==> src/rtl/float_rand_responder_if.sv <==
// float_rand_responder_if: request/response bundle for float_rand_responder
//   call     : request, sampled every rising clock edge
//   data_out : half-precision random value in [0,1)
//   valid    : one-cycle pulse, data_out is new
//   busy     : responder is not idle
//   drop     : one-cycle pulse, a request was discarded
interface float_rand_responder_if;
  logic        call;
  logic [15:0] data_out;
  logic        valid;
  logic        busy;
  logic        drop;
  modport master (output call, input data_out, valid, busy, drop);
  modport slave  (input call, output data_out, valid, busy, drop);
endinterface

==> src/rtl/float_rand_responder.sv <==
// float_rand_responder: LFSR-based uniform random source returning IEEE half-precision values in [0,1)
//   clock     : sole clock, rising edge
//   nreset    : asynchronous active-low reset
//   bus       : float_rand_responder_if.slave (call / data_out / valid / busy / drop)
//   seed_load, seed : runtime reseed in IDLE, present only with FLOAT_RAND_SEED_LOAD_EN defined
module float_rand_responder #(
  parameter int          STEPS = 16,
  parameter logic [15:0] SEED  = 16'hACE1
) (
  input logic clock,
  input logic nreset,
`ifdef FLOAT_RAND_SEED_LOAD_EN
  input logic        seed_load,
  input logic [15:0] seed,
`endif
  float_rand_responder_if.slave bus
);
  typedef enum logic [1:0] {IDLE, GEN, CONV} state_t;
  state_t      state_q, state_d;
  logic [15:0] lfsr_q, lfsr_d, sample_q, sample_d, data_q, data_d;
  logic [4:0]  cnt_q, cnt_d;
  logic        pend_q, pend_d, valid_q, valid_d, drop_q, drop_d;
  logic        ld, idle, gen, conv, take;
  logic [15:0] ld_val;
`ifdef FLOAT_RAND_SEED_LOAD_EN
  assign ld     = seed_load;
  assign ld_val = seed == 16'h0 ? SEED : seed;
`else
  assign ld     = 1'b0;
  assign ld_val = SEED;
`endif
  // Sample is a 16-bit fraction of 2^16; subnormals cover 1..3, the rest normalise on the leading one.
  function automatic logic [15:0] to_half(input logic [15:0] s);
    logic [3:0] p;
    logic [9:0] m;
    p = 4'd0;
    for (int i = 0; i < 16; i++) if (s[i]) p = 4'(i);
    m = 10'((s << (4'd15 - p)) >> 5);
    to_half = s == 16'h0 ? 16'h0 : p < 4'd2 ? {6'b0, s[1:0], 8'b0} : {2'b00, p - 4'd1, m};
  endfunction
  assign idle = state_q == IDLE;
  assign gen  = state_q == GEN;
  assign conv = state_q == CONV;
  // A call during CONV with nothing pending is served at once, exactly as if it had been pended.
  assign take = (idle && bus.call && !ld) || (conv && (pend_q || bus.call));
  always_ff @(posedge clock or negedge nreset)
    if (!nreset) state_q <= IDLE;
    else         state_q <= state_d;
  always_comb begin
    state_d = state_q;
    case (state_q)
      IDLE:    state_d = take ? GEN : IDLE;
      GEN:     state_d = cnt_q == 5'(STEPS - 1) ? CONV : GEN;
      CONV:    state_d = take ? GEN : IDLE;
      default: state_d = IDLE;
    endcase
  end
  always_comb begin
    lfsr_d   = idle && ld ? ld_val :
               gen ? {lfsr_q[14:0], lfsr_q[15] ^ lfsr_q[13] ^ lfsr_q[12] ^ lfsr_q[10]} : lfsr_q;
    sample_d = take ? lfsr_q : sample_q;
    cnt_d    = take ? 5'd0 : gen ? cnt_q + 5'd1 : cnt_q;
    pend_d   = conv ? 1'b0 : gen && bus.call ? 1'b1 : pend_q;
    drop_d   = (gen || conv) && bus.call && pend_q;
    valid_d  = conv;
    data_d   = conv ? to_half(sample_q) : data_q;
  end
  always_ff @(posedge clock or negedge nreset)
    if (!nreset) begin
      lfsr_q   <= SEED;
      sample_q <= 16'h0;
      cnt_q    <= 5'd0;
      pend_q   <= 1'b0;
      data_q   <= 16'h0;
      valid_q  <= 1'b0;
      drop_q   <= 1'b0;
    end else begin
      lfsr_q   <= lfsr_d;
      sample_q <= sample_d;
      cnt_q    <= cnt_d;
      pend_q   <= pend_d;
      data_q   <= data_d;
      valid_q  <= valid_d;
      drop_q   <= drop_d;
    end
  always_comb begin
    bus.data_out = data_q;
    bus.valid    = valid_q;
    bus.drop     = drop_q;
    bus.busy     = state_q != IDLE;
  end
endmodule

==> src/flat_wrapper.sv <==
// flat-port wrapper written by rule: the top's interface ports become plain ports
module float_rand_responder_flat 
#(
  parameter int          STEPS = 16,
  parameter logic [15:0] SEED  = 16'hACE1
)
  (clock, nreset, bus_call, bus_data_out, bus_valid, bus_busy, bus_drop);
  float_rand_responder_if bus_i ();
  input logic clock;
  input logic nreset;
  input wire logic [$bits(bus_i.call)-1:0] bus_call;
  output wire logic [$bits(bus_i.data_out)-1:0] bus_data_out;
  output wire logic [$bits(bus_i.valid)-1:0] bus_valid;
  output wire logic [$bits(bus_i.busy)-1:0] bus_busy;
  output wire logic [$bits(bus_i.drop)-1:0] bus_drop;
  assign bus_i.call = bus_call;
  assign bus_data_out = bus_i.data_out;
  assign bus_valid = bus_i.valid;
  assign bus_busy = bus_i.busy;
  assign bus_drop = bus_i.drop;
  float_rand_responder #(.STEPS(STEPS), .SEED(SEED)) u_core (.clock(clock), .nreset(nreset), .bus(bus_i));
endmodule
==> config.mk <==
export PLATFORM = sky130hd
export DESIGN_NAME = float_rand_responder_flat
export DESIGN_NICKNAME = d
export VERILOG_FILES = /design/src/rtl/float_rand_responder_if.sv /design/src/rtl/float_rand_responder.sv /design/src/flat_wrapper.sv
export SDC_FILE = /design/constraint.sdc
export NUM_CORES = 1
export LEC_CHECK = 0
export CAP_MARGIN = 10
export CORE_MARGIN = 3
export CORE_UTILIZATION = 58
export DETAILED_ROUTE_END_ITERATION = 16
export GPL_TIMING_DRIVEN = 0
export HOLD_SLACK_MARGIN = 0.03
export PLACE_DENSITY = 0.78
export SYNTH_ARGS = -nofsm -noshare
export SYNTH_HDL_FRONTEND = slang
export SYNTH_SLANG_ARGS = --single-unit
==> constraint.sdc <==
create_clock -name clock -period 2.59 [get_ports clock]
set_input_delay 0.518 -clock clock [delete_from_list [all_inputs] [get_ports clock]]
set_output_delay 0.518 -clock clock [all_outputs]
set_load 0.03 [all_outputs]
==> impl_metrics.toml <==
[global_routing]
gr-usage-all-layers = 0.238
grtUsageMet2 = 0.389
use_met3 = 0.0459
use_met1 = 0.313
grt_pass1_wl_mm = 11.4
top_usage_layer = "met2"
grt_max_degree = 39
antenna_found_initial = 0
overflow = 0
grt_pass1_vias = 2381

[timing]
fin_setup_tns_ns = 0
rsz0062_at_grt = "false"
fmax_mhz = 415
finalMaxSlewViolations = 0
setup_viol = 0
clock_skew_ns = 0.0108
tightestPinTransition_ns = 0.899
period_share = 0.930
relSlewSlack = 0.395
period_needed_ns = 2.41
hold_violations = 0
layout_setup_ws_ns = 0.182
holdWs_ns = 0.132

[route]
drtPass1Iterations = 4
viasPerCell = 6.00
drc = 0
via_count = 2347
drtIter0Drc = 204
drt-total-wl_mm = 6.62
wire_per_inst_um = 16.9
antenna_left = 0

[setup_path]
cp.arrival_ns = 2.61
setup.worst_path.start_class = "flip-flop"
setup.worst_path.class = "reg2reg"
reg2reg_depth = 6
r2r_start = "u_core.state_q[0]"
end_kind = "flip-flop"
r2r_slack_ns = 0.18
required_ns = 2.79
r2r-end = "u_core.sample_q[11]"
crit_fanout = 10

[clocking]
clock_sinks = 56
clk_path_buf_depth = 2
cts.clk_slew.worst_paths_ns = 0.11
htree_levels = 2
numCtsBuffers = 5
postCtsHoldBufs = 0
clock_latency_ns = 0.32
tritoncts = "built"
cts_resized = 0
cts-root-buf = "clkbuf_8"
post-cts-setup-buffers = 0

[cells_and_area]
final_cell_mix = "dfrtp_1, nor2_1, mux2_2, clkdlybuf4s50_1"
area_growth_pct = 13.4
fin_util = 0.704
stdcell_count = 391
antennaDiodeCount = 0
design_area_sq_um = 3460
final_common_cell = "dfrtp_1"
layout-drive-gt1-share = 0.216
final_nets = 333

[flow_run]
cap_violations = 0

[logic_synthesis]
syn_area_per_cell_sq_um = 10.3
netlist_instances = 295
yosys.area_share.simple = 0.122
synthAdderAreaFrac = 0.0287
synth-compound-area-share = 0.148
synthMuxAreaShare = 0.156
ys_types = 54
synthArstFlopShare = 1.00
synth_top_family_by_area = "multiplexers"
synth-seq-cells = 56
synth-xor-area-share = 0.0201
synth_edf_count = 0
syn-cell-area_sq_um = 3050
ys.flop_type = "dfrtp_1"
ys_warn_count = 0
synth_sequential_area_ratio = 0.463

[place]
numPlacedInstances = 383
portBuffers = 19
dpl.hpwl_mm = 4.90
placed_cell_area_sq_um = 3340
place_worst_setup_slack_ns = -0.0946
place_congestion = 0.913

[power_and_ir_drop]
p_leak_nw = 1.48
vdd_drop_max_uv = 683
power.total_mw = 4.96
pwr_density_cell_nw_per_um2 = 1430

[floorplanning]
row_count = 25
ios = 22
core-area_sq_um = 4910
die_w_um = 78.5
dieArea_sq_um = 6160
die_y_um = 78.5
start_util = 0.621

[min_path]
hp-class = "in2async"

[run_status]
status = "finished clean"
flip-flops by register name, summed over array words and instances (netlist names):
name / cells
u_core.bus.valid: 1
u_core.state_q: 2
u_core.lfsr_q: 16
u_core.sample_q: 16
u_core.bus.data_out: 14
u_core.pend_q: 1
u_core.bus.drop: 1
u_core.cnt_q: 5
per-layer routing:
| layer | part of all wire | wire length (um) |
|---|---|---|
| met1 | 0.44 | 2900 |
| met2 | 0.49 | 3250 |
| met3 | 0.053 | 351 |
| met4 | 0.016 | 105 |
| met5 | 0 | 0 |
worst max-delay path by stage:
| stage | from | endpoint | slack, ns | depth (start not counted) |
|---|---|---|---|---|
| after floorplan | u_core.sample_q[11] | u_core.bus.data_out[8] | 0.53 | 9 |
| after global placement | nreset | u_core.lfsr_q[8] | -0.65 | 1 |
| after detailed placement | bus_call | u_core.sample_q[11] | -0.09 | 5 |
| after CTS | u_core.state_q[0] | u_core.sample_q[11] | 0.15 | 6 |
| after global routing | u_core.sample_q[12] | u_core.bus.data_out[9] | 0.07 | 6 |
| final | u_core.state_q[0] | u_core.sample_q[11] | 0.18 | 6 |
cells in the mapped netlist (2+ instances only):
library cell / instances / area share
nand4_1: 2 / 0.0041
nor4_1: 4 / 0.0082
inv_1: 13 / 0.016
nand2_1: 13 / 0.016
nor2b_1: 5 / 0.010
nor2_1: 30 / 0.037
xor2_1: 2 / 0.0057
nor3_1: 4 / 0.0066
clkbuf_1: 8 / 0.0099
nor2_2: 3 / 0.0062
o211ai_1: 3 / 0.0074
and3_1: 2 / 0.0041
a31oi_1: 6 / 0.012
buf_4: 2 / 0.0049
buf_2: 7 / 0.011
dfstp_2: 8 / 0.069
nand3_1: 7 / 0.011
a21oi_1: 17 / 0.028
o21ai_1: 5 / 0.0082
o21ai_0: 5 / 0.0082
xnor2_1: 5 / 0.014
ha_1: 7 / 0.029
dfrtp_1: 48 / 0.39
a22oi_1: 9 / 0.022
nand2b_1: 2 / 0.0041
o21a_1: 2 / 0.0049
or4_1: 2 / 0.0049
mux2i_1: 17 / 0.056
buf_6: 3 / 0.011
a221o_1: 2 / 0.0066
o22ai_1: 3 / 0.0062
mux2_2: 27 / 0.10
cell families (layout without fill, tap and decap cells):
family,after synthesis,after routing
mux,44,44
other cells,1,2
xor+xnor,7,7
fa+ha+maj,7,7
buf+inv,36,64
flops,56,56
simple gates,78,78
compound gates,66,66
power breakdown:
group / internal, mW / total [mW] / switching (mW)
clock: 0.292 / 0.584 / 0.292
combinational: 1.23 / 2.76 / 1.53
sequential: 1.28 / 1.61 / 0.331
total: 2.81 / 4.96 / 2.15
final cells by class:
| class | count | area (sq um) |
|---|---|---|
| Timing Repair Buffer | 20 | 205 |
| Buffer | 21 | 129 |
| Sequential cell | 56 | 1410 |
| Inverter | 15 | 58.8 |
| Clock buffer | 5 | 68.8 |
| Multi-Input combinational cell | 204 | 1450 |
| Fill cell | 389 | 1460 |
| Clock inverter | 3 | 46.3 |
| Tap cell | 67 | 83.8 |
worst max-delay path, cell delays in order, from the launching register on:
cell      delay, ns
dfrtp_1        0.42
inv_1          0.10
ha_1           0.22
a21oi_1        0.08
nor2_1         0.56
clkbuf_1       0.51
mux2_2         0.41
Note: power is estimated with default switching activity, not from simulation.
